### config.mk
export PLATFORM = sky130hd
export DESIGN_NAME = led_strip_tx
export DESIGN_NICKNAME = d
export VERILOG_FILES = /design/src/rtl/led_strip_pkg.sv /design/src/rtl/ws2812_bit_tx.sv /design/src/rtl/led_strip_tx.sv
export SDC_FILE = /design/constraint.sdc
export NUM_CORES = 1
export LEC_CHECK = 0
export BUFFER_PORTS_ARGS = -buffer_cell sky130_fd_sc_hd__buf_2
export CAP_MARGIN = 20
export CORE_AREA = 2 2 96 168
export CTS_BUF_LIST = sky130_fd_sc_hd__clkbuf_8
export DETAILED_ROUTE_END_ITERATION = 10
export DIE_AREA = 0 0 98 170
export SLEW_MARGIN = 20
export SYNTH_ARGS = -nofsm -noshare
export SYNTH_HDL_FRONTEND = slang
export SYNTH_SLANG_ARGS = --single-unit
### constraint.sdc
create_clock -name sys_clk -period 2.95 [get_ports sys_clk]
set_input_delay 0.4425 -clock sys_clk [delete_from_list [all_inputs] [get_ports sys_clk]]
set_output_delay 0.4425 -clock sys_clk [all_outputs]
set_load 0.005 [all_outputs]
### src/rtl/led_strip_pkg.sv
// Shared types, timing defaults and pixel helpers for the LED strip transmitter.
// The gamma helper exists only when LED_STRIP_GAMMA_EN is defined.
package led_strip_pkg;

    typedef enum logic [2:0] {
        StIdle,
        StFetch,
        StLoad,
        StShift,
        StLatch
    } led_state_e;

    localparam int unsigned DEF_NUM_LEDS = 256;
    localparam int unsigned DEF_T0H      = 20;
    localparam int unsigned DEF_T1H      = 40;
    localparam int unsigned DEF_TBIT     = 63;
    localparam int unsigned DEF_TLATCH   = 15000;
    localparam int unsigned PIXEL_BITS   = 24;

    // RGB565 -> GRB888, low bits filled by replicating the channel MSBs
    function automatic logic [23:0] rgb565_to_grb(input logic [15:0] px);
        logic [7:0] r8;
        logic [7:0] g8;
        logic [7:0] b8;
        r8 = {px[15:11], px[15:13]};
        g8 = {px[10:5], px[10:9]};
        b8 = {px[4:0], px[4:2]};
        return {g8, r8, b8};
    endfunction

`ifdef LED_STRIP_GAMMA_EN
    // floor(255 * (x/255)^2.2), found as the largest y with y^5 * 255^6 <= x^11
    function automatic logic [7:0] gamma22(input int unsigned x);
        logic [95:0] num;
        logic [95:0] den;
        logic [95:0] p;
        logic [7:0]  y;
        logic [7:0]  t;
        num = 96'd1;
        den = 96'd1;
        for (int i = 0; i < 11; i++) num = num * 96'(x);
        for (int i = 0; i < 6; i++) den = den * 96'd255;
        y = 8'd0;
        for (int b = 7; b >= 0; b--) begin
            t = y | (8'd1 << b);
            p = 96'(t);
            p = p * p * p * p * p * den;
            if (p <= num) y = t;
        end
        return y;
    endfunction
`endif

endpackage

### src/rtl/ws2812_bit_tx.sv
// Single NRZ bit generator: on go, drives one TBIT-long period high for T0H/T1H cycles,
// strobing bit_done in the last cycle so a new go there yields a gapless stream.
module ws2812_bit_tx
    import led_strip_pkg::*;
#(
    parameter int unsigned T0H  = DEF_T0H,
    parameter int unsigned T1H  = DEF_T1H,
    parameter int unsigned TBIT = DEF_TBIT
) (
    input  logic sys_clk,
    input  logic rst,
    input  logic go,
    input  logic bit_val,
    output logic dout,
    output logic bit_done
);

    localparam int unsigned CW = (TBIT > 1) ? $clog2(TBIT) : 1;
    localparam logic [CW-1:0] CNT_LAST = CW'(TBIT - 1);
    localparam logic [CW-1:0] HIGH0    = CW'(T0H);
    localparam logic [CW-1:0] HIGH1    = CW'(T1H);

    logic [CW-1:0] cnt_q, cnt_d;
    logic          run_q, run_d;
    logic          val_q, val_d;
    logic          dout_q, dout_d;

    assign bit_done = run_q && (cnt_q == CNT_LAST);
    assign dout     = dout_q;

    always_comb begin
        cnt_d = cnt_q;
        run_d = run_q;
        val_d = val_q;
        if (go) begin
            cnt_d = '0;
            run_d = 1'b1;
            val_d = bit_val;
        end else if (run_q) begin
            if (cnt_q == CNT_LAST) begin
                cnt_d = '0;
                run_d = 1'b0;
            end else begin
                cnt_d = cnt_q + 1'b1;
            end
        end
        // Output is registered from next-state so the line never glitches
        dout_d = run_d && (cnt_d < (val_d ? HIGH1 : HIGH0));
    end

    always_ff @(posedge sys_clk or posedge rst) begin
        if (rst) begin
            cnt_q  <= '0;
            run_q  <= 1'b0;
            val_q  <= 1'b0;
            dout_q <= 1'b0;
        end else begin
            cnt_q  <= cnt_d;
            run_q  <= run_d;
            val_q  <= val_d;
            dout_q <= dout_d;
        end
    end

endmodule

### src/rtl/led_strip_tx.sv
// Strip buffer reader: fetches NUM_LEDS pixels per frame and streams them as WS2812 NRZ.
// Define LED_STRIP_GAMMA_EN to pass each expanded channel through a gamma-2.2 LUT.
module led_strip_tx
    import led_strip_pkg::*;
#(
    parameter int unsigned NUM_LEDS = DEF_NUM_LEDS,
    parameter int unsigned T0H      = DEF_T0H,
    parameter int unsigned T1H      = DEF_T1H,
    parameter int unsigned TBIT     = DEF_TBIT,
    parameter int unsigned TLATCH   = DEF_TLATCH
) (
    input  logic        sys_clk,
    input  logic        rst,
    input  logic        start,
    output logic        busy,
    output logic        done,
    output logic        re,
    output logic [7:0]  raddr,
    input  logic [19:0] rdata,
    output logic        led_dout
);

    localparam int unsigned LW = (TLATCH > 1) ? $clog2(TLATCH) : 1;
    localparam logic [LW-1:0] LCNT_LAST = LW'(TLATCH - 1);
    localparam logic [8:0]    LAST_PIX  = 9'(NUM_LEDS - 1);
    localparam logic [4:0]    LAST_BIT  = 5'(PIXEL_BITS - 1);

    led_state_e    state_q, state_d;
    logic          re_q, re_d;
    logic          re_dly_q;
    logic [7:0]    raddr_q, raddr_d;
    logic [23:0]   sreg_q, sreg_d;
    logic [23:0]   next_q, next_d;
    logic [4:0]    bit_idx_q, bit_idx_d;
    logic [8:0]    pix_q, pix_d;
    logic [8:0]    pix_nxt;
    logic [7:0]    raddr_pf;
    logic [LW-1:0] lcnt_q, lcnt_d;
    logic          done_q, done_d;
    logic          go;
    logic          bit_val;
    logic          bit_done;
    logic [23:0]   pix_lin;
    logic [23:0]   pix_word;
    logic [3:0]    unused_rdata;

    assign unused_rdata = rdata[19:16];
    assign pix_lin      = rgb565_to_grb(rdata[15:0]);
    assign pix_nxt      = pix_q + 9'd1;
    assign raddr_pf     = pix_q[7:0] + 8'd2;

`ifdef LED_STRIP_GAMMA_EN
    logic [7:0] gamma_rom [256];

    for (genvar gi = 0; gi < 256; gi++) begin : g_gamma
        localparam logic [7:0] GV = gamma22(gi);
        assign gamma_rom[gi] = GV;
    end

    assign pix_word = {gamma_rom[pix_lin[23:16]], gamma_rom[pix_lin[15:8]],
                       gamma_rom[pix_lin[7:0]]};
`else
    assign pix_word = pix_lin;
`endif

    assign busy  = (state_q != StIdle);
    assign done  = done_q;
    assign re    = re_q;
    assign raddr = raddr_q;

    always_comb begin
        state_d   = state_q;
        re_d      = 1'b0;
        raddr_d   = raddr_q;
        sreg_d    = sreg_q;
        next_d    = next_q;
        bit_idx_d = bit_idx_q;
        pix_d     = pix_q;
        lcnt_d    = lcnt_q;
        done_d    = 1'b0;
        go        = 1'b0;
        bit_val   = 1'b0;

        unique case (state_q)
            StIdle: begin
                // done_q marks the return cycle; a start coinciding with it is dropped
                if (start && !done_q) begin
                    state_d = StFetch;
                    re_d    = 1'b1;
                    raddr_d = 8'd0;
                end
            end
            StFetch: begin
                state_d = StLoad;
            end
            StLoad: begin
                sreg_d    = pix_word;
                bit_idx_d = 5'd0;
                pix_d     = 9'd0;
                go        = 1'b1;
                bit_val   = pix_word[23];
                state_d   = StShift;
                if (LAST_PIX != 9'd0) begin
                    re_d    = 1'b1;
                    raddr_d = 8'd1;
                end
            end
            StShift: begin
                if (re_dly_q) begin
                    next_d = pix_word;
                end
                if (bit_done) begin
                    if (bit_idx_q != LAST_BIT) begin
                        sreg_d    = {sreg_q[22:0], 1'b0};
                        bit_idx_d = bit_idx_q + 5'd1;
                        go        = 1'b1;
                        bit_val   = sreg_q[22];
                    end else if (pix_q != LAST_PIX) begin
                        // Next pixel starts in the same cycle the last bit ends
                        sreg_d    = next_q;
                        bit_idx_d = 5'd0;
                        pix_d     = pix_nxt;
                        go        = 1'b1;
                        bit_val   = next_q[23];
                        if (pix_nxt != LAST_PIX) begin
                            re_d    = 1'b1;
                            raddr_d = raddr_pf;
                        end
                    end else begin
                        state_d = StLatch;
                        lcnt_d  = '0;
                    end
                end
            end
            StLatch: begin
                if (lcnt_q == LCNT_LAST) begin
                    state_d = StIdle;
                    lcnt_d  = '0;
                    done_d  = 1'b1;
                end else begin
                    lcnt_d = lcnt_q + 1'b1;
                end
            end
            default: begin
                state_d = StIdle;
            end
        endcase
    end

    always_ff @(posedge sys_clk or posedge rst) begin
        if (rst) begin
            state_q   <= StIdle;
            re_q      <= 1'b0;
            re_dly_q  <= 1'b0;
            raddr_q   <= 8'd0;
            sreg_q    <= 24'd0;
            next_q    <= 24'd0;
            bit_idx_q <= 5'd0;
            pix_q     <= 9'd0;
            lcnt_q    <= '0;
            done_q    <= 1'b0;
        end else begin
            state_q   <= state_d;
            re_q      <= re_d;
            re_dly_q  <= re_q;
            raddr_q   <= raddr_d;
            sreg_q    <= sreg_d;
            next_q    <= next_d;
            bit_idx_q <= bit_idx_d;
            pix_q     <= pix_d;
            lcnt_q    <= lcnt_d;
            done_q    <= done_d;
        end
    end

    ws2812_bit_tx #(
        .T0H  (T0H),
        .T1H  (T1H),
        .TBIT (TBIT)
    ) u_bit_tx (
        .sys_clk  (sys_clk),
        .rst      (rst),
        .go       (go),
        .bit_val  (bit_val),
        .dout     (led_dout),
        .bit_done (bit_done)
    );

endmodule
======== Word-level counts from Yosys, hierarchy flattened ========
Index checks and enable logic that the tools add are counted.
storage, ports and cells
  bits in registers ....................... 98
  latch bits .............................. 0
  RAM bits ................................ 0
  bits in read-only memories .............. 0
  bits of input ports ..................... 23
  output and inout bits ................... 12
  logic and storage cells ................. 105
  memories ................................ 0
cells by class
  add/subtract/negate cells ............... 5
  multiply operators ...................... 0
  div/mod/pow operators ................... 0
  $lt $le $gt $ge ......................... 1
  equality and inequality tests ........... 17
  shift operators ......................... 0
  multiplexer cells ....................... 53
  bitwise operators ....................... 0
  reductions and logical operators ........ 15
operator list
  cell                                                    count
  2-to-1 mux 23 bit                                       3
  2-to-1 mux 14 bit                                       4
  one-hot mux 23 bit (2 select lines)                     1
  2-to-1 mux 8 bit                                        5
  one-hot mux 14 bit (2 select lines)                     1
  2-to-1 mux 9 bit                                        3
  2-to-1 mux 6 bit                                        4
  one-hot mux 8 bit (3 select lines)                      1
  inequality test 9 x 8 -> 1 bit (second input constant)  2
  one-hot mux 9 bit (2 select lines)                      1
  2-to-1 mux 1 bit                                        17
  2-to-1 mux 3 bit                                        5
  2-to-1 mux 5 bit                                        3
  one-hot mux 3 bit (5 select lines)                      1
  adder 14 x 1 -> 14 bit (second input constant)          1
  equality test 14 bit (second input constant)            1
  inequality test 2 bit (second input constant)           7
  one-hot mux 5 bit (2 select lines)                      1
  adder 9 x 1 -> 9 bit (second input constant)            1
  adder 8 x 2 -> 8 bit (second input constant)            1
  AND reduction 4 bit                                     2
  adder 6 x 1 -> 6 bit (second input constant)            1
  equality test 3 x 2 -> 1 bit (second input constant)    2
  equality test 6 bit (second input constant)             1
  other kinds (17)                                        22

======== Depth between registers and ports, before layout ========
  depth in word-level cells ............... 9
  gate-level depth with buffers ........... 13
  mapped depth without buffers ............ 13

======== By module ========
A second synthesis with hierarchy kept.
second synthesis, totals
  cells, all modules ...................... 488
  area, all modules ....................... 4687.0 µm²
modules (own cells, without submodules)
  module         instances  cells an instance  area an instance (µm²)  sequential area each (µm²)
  led_strip_tx   1          429                4130.2                  2026.9
  ws2812_bit_tx  1          59                 556.8                   225.2

======== Worst setup path after synthesis ========
Ideal clock, no wire load.
  kind .................................... reg-to-reg
  start ................................... register pix_q[1]
  end ..................................... register u_bit_tx.dout_q (netlist: u_bit_tx.dout)
  library setup time ...................... 76 ps
  arrival time ............................ 2790 ps
  required time ........................... 2874 ps
  setup slack ............................. 84 ps
  cell stages (with the launch flop) ...... 14
  buffers on the path ..................... 0
  period minus slack after synthesis ...... 2866 ps
  cells stage by stage .................... dfrtp_1 > ha_1 > nand3_1 > nor2_1 > and3_1 > ha_1 > nand2_1 > a21oi_1 > a221o_1 > inv_1 > ha_1 > or2_2 > a221o_1 > o21ai_1
on the way
  longest elaborated chain between the ends .. 9
  elaborated cells between the ends (all ways) .. 15
  classes of those cells .................. order compare: 1; eq/ne: 1; mux: 12; reduce/logical: 1
ends and longest elaborated chain
  element                             RTL line             source
  start, declared                     led_strip_tx.sv:35   logic [8:0] pix_q, pix_d;
  start signal, assigned              led_strip_tx.sv:170  pix_q <= pix_d;
  inequality test 9 x 8 -> 1 bit (*)  led_strip_tx.sv:118  end else if (pix_q != LAST_PIX) begin
  2-to-1 mux 1 bit                    led_strip_tx.sv:118
  2-to-1 mux 1 bit                    led_strip_tx.sv:113  if (bit_idx_q != LAST_BIT) begin
  2-to-1 mux 1 bit                    led_strip_tx.sv:112  if (bit_done) begin
  one-hot mux 1 bit (2 select lines)  led_strip_tx.sv:84   unique case (state_q)
  2-to-1 mux 1 bit (*)                ws2812_bit_tx.sv:35  if (go) begin
  via u_bit_tx.val_d                  ws2812_bit_tx.sv:25  logic val_q, val_d;
  2-to-1 mux 6 bit (*)                ws2812_bit_tx.sv:48  dout_d = run_d && (cnt_d < (val_d ? HIGH1 : HIGH0));
  < comparator 6 bit (*)              ws2812_bit_tx.sv:48
  logical AND 1 bit (*)               ws2812_bit_tx.sv:48
  via u_bit_tx.dout_d                 ws2812_bit_tx.sv:26  logic dout_q, dout_d;
  end signal, assigned                ws2812_bit_tx.sv:61  dout_q <= dout_d;
  end, declared                       ws2812_bit_tx.sv:26
The timed path passes the listed nets; every way through them passes the cells marked *.
A chain may end at the register's enable or synchronous reset.

======== Worst setup path after layout ========
  start ................................... register pix_q[0]
  end ..................................... register u_bit_tx.dout_q (netlist: u_bit_tx.dout)
Same word-level chain as after synthesis.

==> flow_summary.toml <==
[outcome]
status = "complete, no violations"

[route]
first_pass_iters = 4
drtIter0Drc = 129
routedWlPerCell_um = 15.4
vias_per_cell = 5.23
postRouteAntennaNets = 0
wirelength_mm = 10.6
vias = 3593
drc_errors = 0

[floorplanning]
dieHeight_um = 170
ios = 35
die-width_um = 98
placementRows = 60
fp.coreArea_um2 = 15200
start_util_pct = 29.8
die_area_um2 = 16700

[critical_path]
reg2reg_from = "pix_q[0]$_DFFE_PP0P_"
cp.buffers_inverters = 1
crit_family = "compound AO/OA/AOI/OAI gates"
crit_cells = 13
cp_cell_sequence = "ha_1 > nand3_1 > nor2_1 > and3_1 > ha_4 > nand2_2 > a21oi_2 > a221o_1 > inv_1 > ha_1 > a21o_1 > a2111o_1 > o21ai_1"
required_ns = 3.24
path_max_fanout = 5
crit_type = "flop to flop"
crit_path_max_incr_delay_ns = 0.41
crit_top_cell = "ha_1"
crit_arrival_ns = 3.07
worstSetupStartpoint = "pix_q[0]$_DFFE_PP0P_"
critPathCaptureType = "flop"
startpoint_type = "flop"
slowest_stage = "dfrtp_1"
r2r_cells = 13

[global_route]
grt_use_met1_pct = 14.4
grt_pass1_vias = 3674
grtUsageTotal_pct = 13.1
met2_usage_pct = 24.6
grt_pass1_wl_mm = 17.8
grt_max_degree = 40
busiest_layer = "met2"
grt_overflow = 0
antenna_found_initial = 0
globalRouteMet3Util_pct = 2.14

[synthesis]
synth_edf_count = 0
yosysTopAreaCell = "dfrtp_1"
yosysWarnings = 0
netlist_instances = 456
yosysTopAreaCellShare_pct = 49.7
ys_ff_latch = 90
synthFlopType = "dfrtp_1"
synth_nets = 490
ys_seq_area_share_pct = 49.7
avgSynthCellArea_um2 = 9.94
synth_commonest_cells = "90 x dfrtp_1, 55 x nand2_1, 47 x nor2_1"
async_flop_share_pct = 100
synthMostInstantiatedCell = "dfrtp_1"
synthTopCellsByArea = "dfrtp_1 50%, mux2_2 6.7%, nand2_1 4.6%"
synth_area_um2 = 4530
ys_types = 48

[final_layout]
drive_gt1_share_pct = 21.4
nets = 531
diodes = 0
utilization_pct = 34.4
syn2layout_area_growth_pct = 15.7

[run]
cap_violations = 0

[pwr]
p_leak_nw = 2.39
total_power_mw = 2.27
vdd_drop_max_uv = 192
power.density_nw_per_um2 = 432

[sta]
fmax_mhz = 360
fin_crit_ns = 2.77
grt_setup_unrepaired = "no"
maxSlewHeadroom_pct = 29.0
tns_ns = 0
hold_violations = 0
finalCritPeriodShare_pct = 94.1
slew_viol_final = 0
fin_ws_ns = 0.175
finalSetupViolations = 0
worstMarginPinSlew_ns = 1.06
fin_skew_ns = 0.0144

[clocking]
cts.sinks = 90
cts_buffers = 9
clk_latency_ns = 0.36
cts-hold-fix-buffers = 0
clkTransAtPathRegs_ns = 0.09
ctsHtreeMaxLevel = 3
ctsLongestPathBuffers = 2
tritoncts = "yes"
cts_root_buffer = "clkbuf_8"

[placed_design]
hpwl_mm = 7.76
routabilityCongestion = 0.919
port_buffers = 30
dp_worst_setup_slack_ns = 0.0617

[min_path]
hold_class = "input pin to async pin"
## path summary, 6_finish.rpt
path / to / slack [ns]
min in group sys_clk: next_q[20]$_DFFE_PP0P_ / 0.33
min reg2reg: re_dly_q$_DFF_PP0_ / 0.40
max in group asynchronous: raddr[7]$_DFFE_PP0P_ / 2.13
max reg2reg: u_bit_tx.dout$_DFF_PP0_ / 0.18
max: u_bit_tx.dout$_DFF_PP0_ / 0.18
min: lcnt_q[9]$_DFFE_PP0P_ / 0.15
## logic make-up after synthesis
group / count (synthesis) / synth area share, %
AND/OR/NAND/NOR: 167 / 17.7
AO/OA/AOI/OAI: 104 / 15.9
flip-flops: 90 / 49.7
buffers and inverters: 37 / 3.12
multiplexers: 30 / 7.37
XOR/XNOR: 17 / 3.28
adder cells (fa/ha/maj): 11 / 3.04
## sequential cells by signal, indices dropped and copies added (netlist names), 3 cells and up
register,count
state_q,3
lcnt_q,14
next_q,16
pix_q,9
bit_idx_q,5
raddr,8
u_bit_tx.cnt_q,6
sreg_q,23
## final cells by class
type	count	area (um2)
tap	186	233
multi-input combinational	329	2160
fill	1562	9990
timing repair buffer	54	343
clock inverter	6	83.8
sequential	90	2250
clock buffer	9	124
inverter	13	50.0
## where the power goes
part	internal (mW)	switching (mW)	total (mW)
Sequential	1.26	0.0157	1.28
Combinational	0.0389	0.0476	0.0865
Clock	0.468	0.436	0.904
## placed cells by master (no fill, tap or decap), drive strengths merged, types with 3 or more instances in the layout
cell | netlist | routed
dfrtp | 90 | 90
nand2 | 55 | 55
buf | 3 | 54
nor2 | 47 | 47
mux2 | 27 | 27
o21ai | 23 | 23
nand3 | 19 | 19
a21oi | 16 | 16
a31oi | 15 | 15
inv | 13 | 13
a21o | 12 | 12
xor2 | 11 | 11
ha | 11 | 11
a311oi | 9 | 9
clkbuf | 21 | 9
nor3 | 9 | 9
nand4 | 8 | 8
a221o | 7 | 7
or3 | 7 | 7
a22oi | 6 | 6
xnor2 | 6 | 6
a22o | 5 | 5
o31ai | 4 | 4
and3 | 4 | 4
nand3b | 3 | 3
and2 | 3 | 3
mux2i | 3 | 3
## per-stage QoR
| stage | hold WS, ns | cell area, um2 | instances |
|---|---|---|---|
| final | 0.148 | 5250 | 687 |
| after global routing | 0.192 | 5250 | 687 |
| after CTS | 0.168 | 5210 | 684 |
| after detailed placement | 0.387 | 5000 | 669 |
| after global placement | 0.391 | 5000 | 669 |
| after floorplan | 0.376 | 4530 | 456 |
## timing repair
item,4_1_cts,5_1_grt
endpoints found under the setup margin,0,1
resized for setup,0,3
endpoints found under the hold margin,0,0
buffers inserted,0,3
## routing by layer
layer | up-vias | routed length (um) | share of wire [%]
met1 | 1789 | 4250 | 40
met2 | 64 | 5820 | 55
met5 | - | 0 | 0
li1 | 1722 | - | -
met4 | 0 | 240 | 2.3
met3 | 18 | 242 | 2.3
Power figures use the tool's default switching activity.
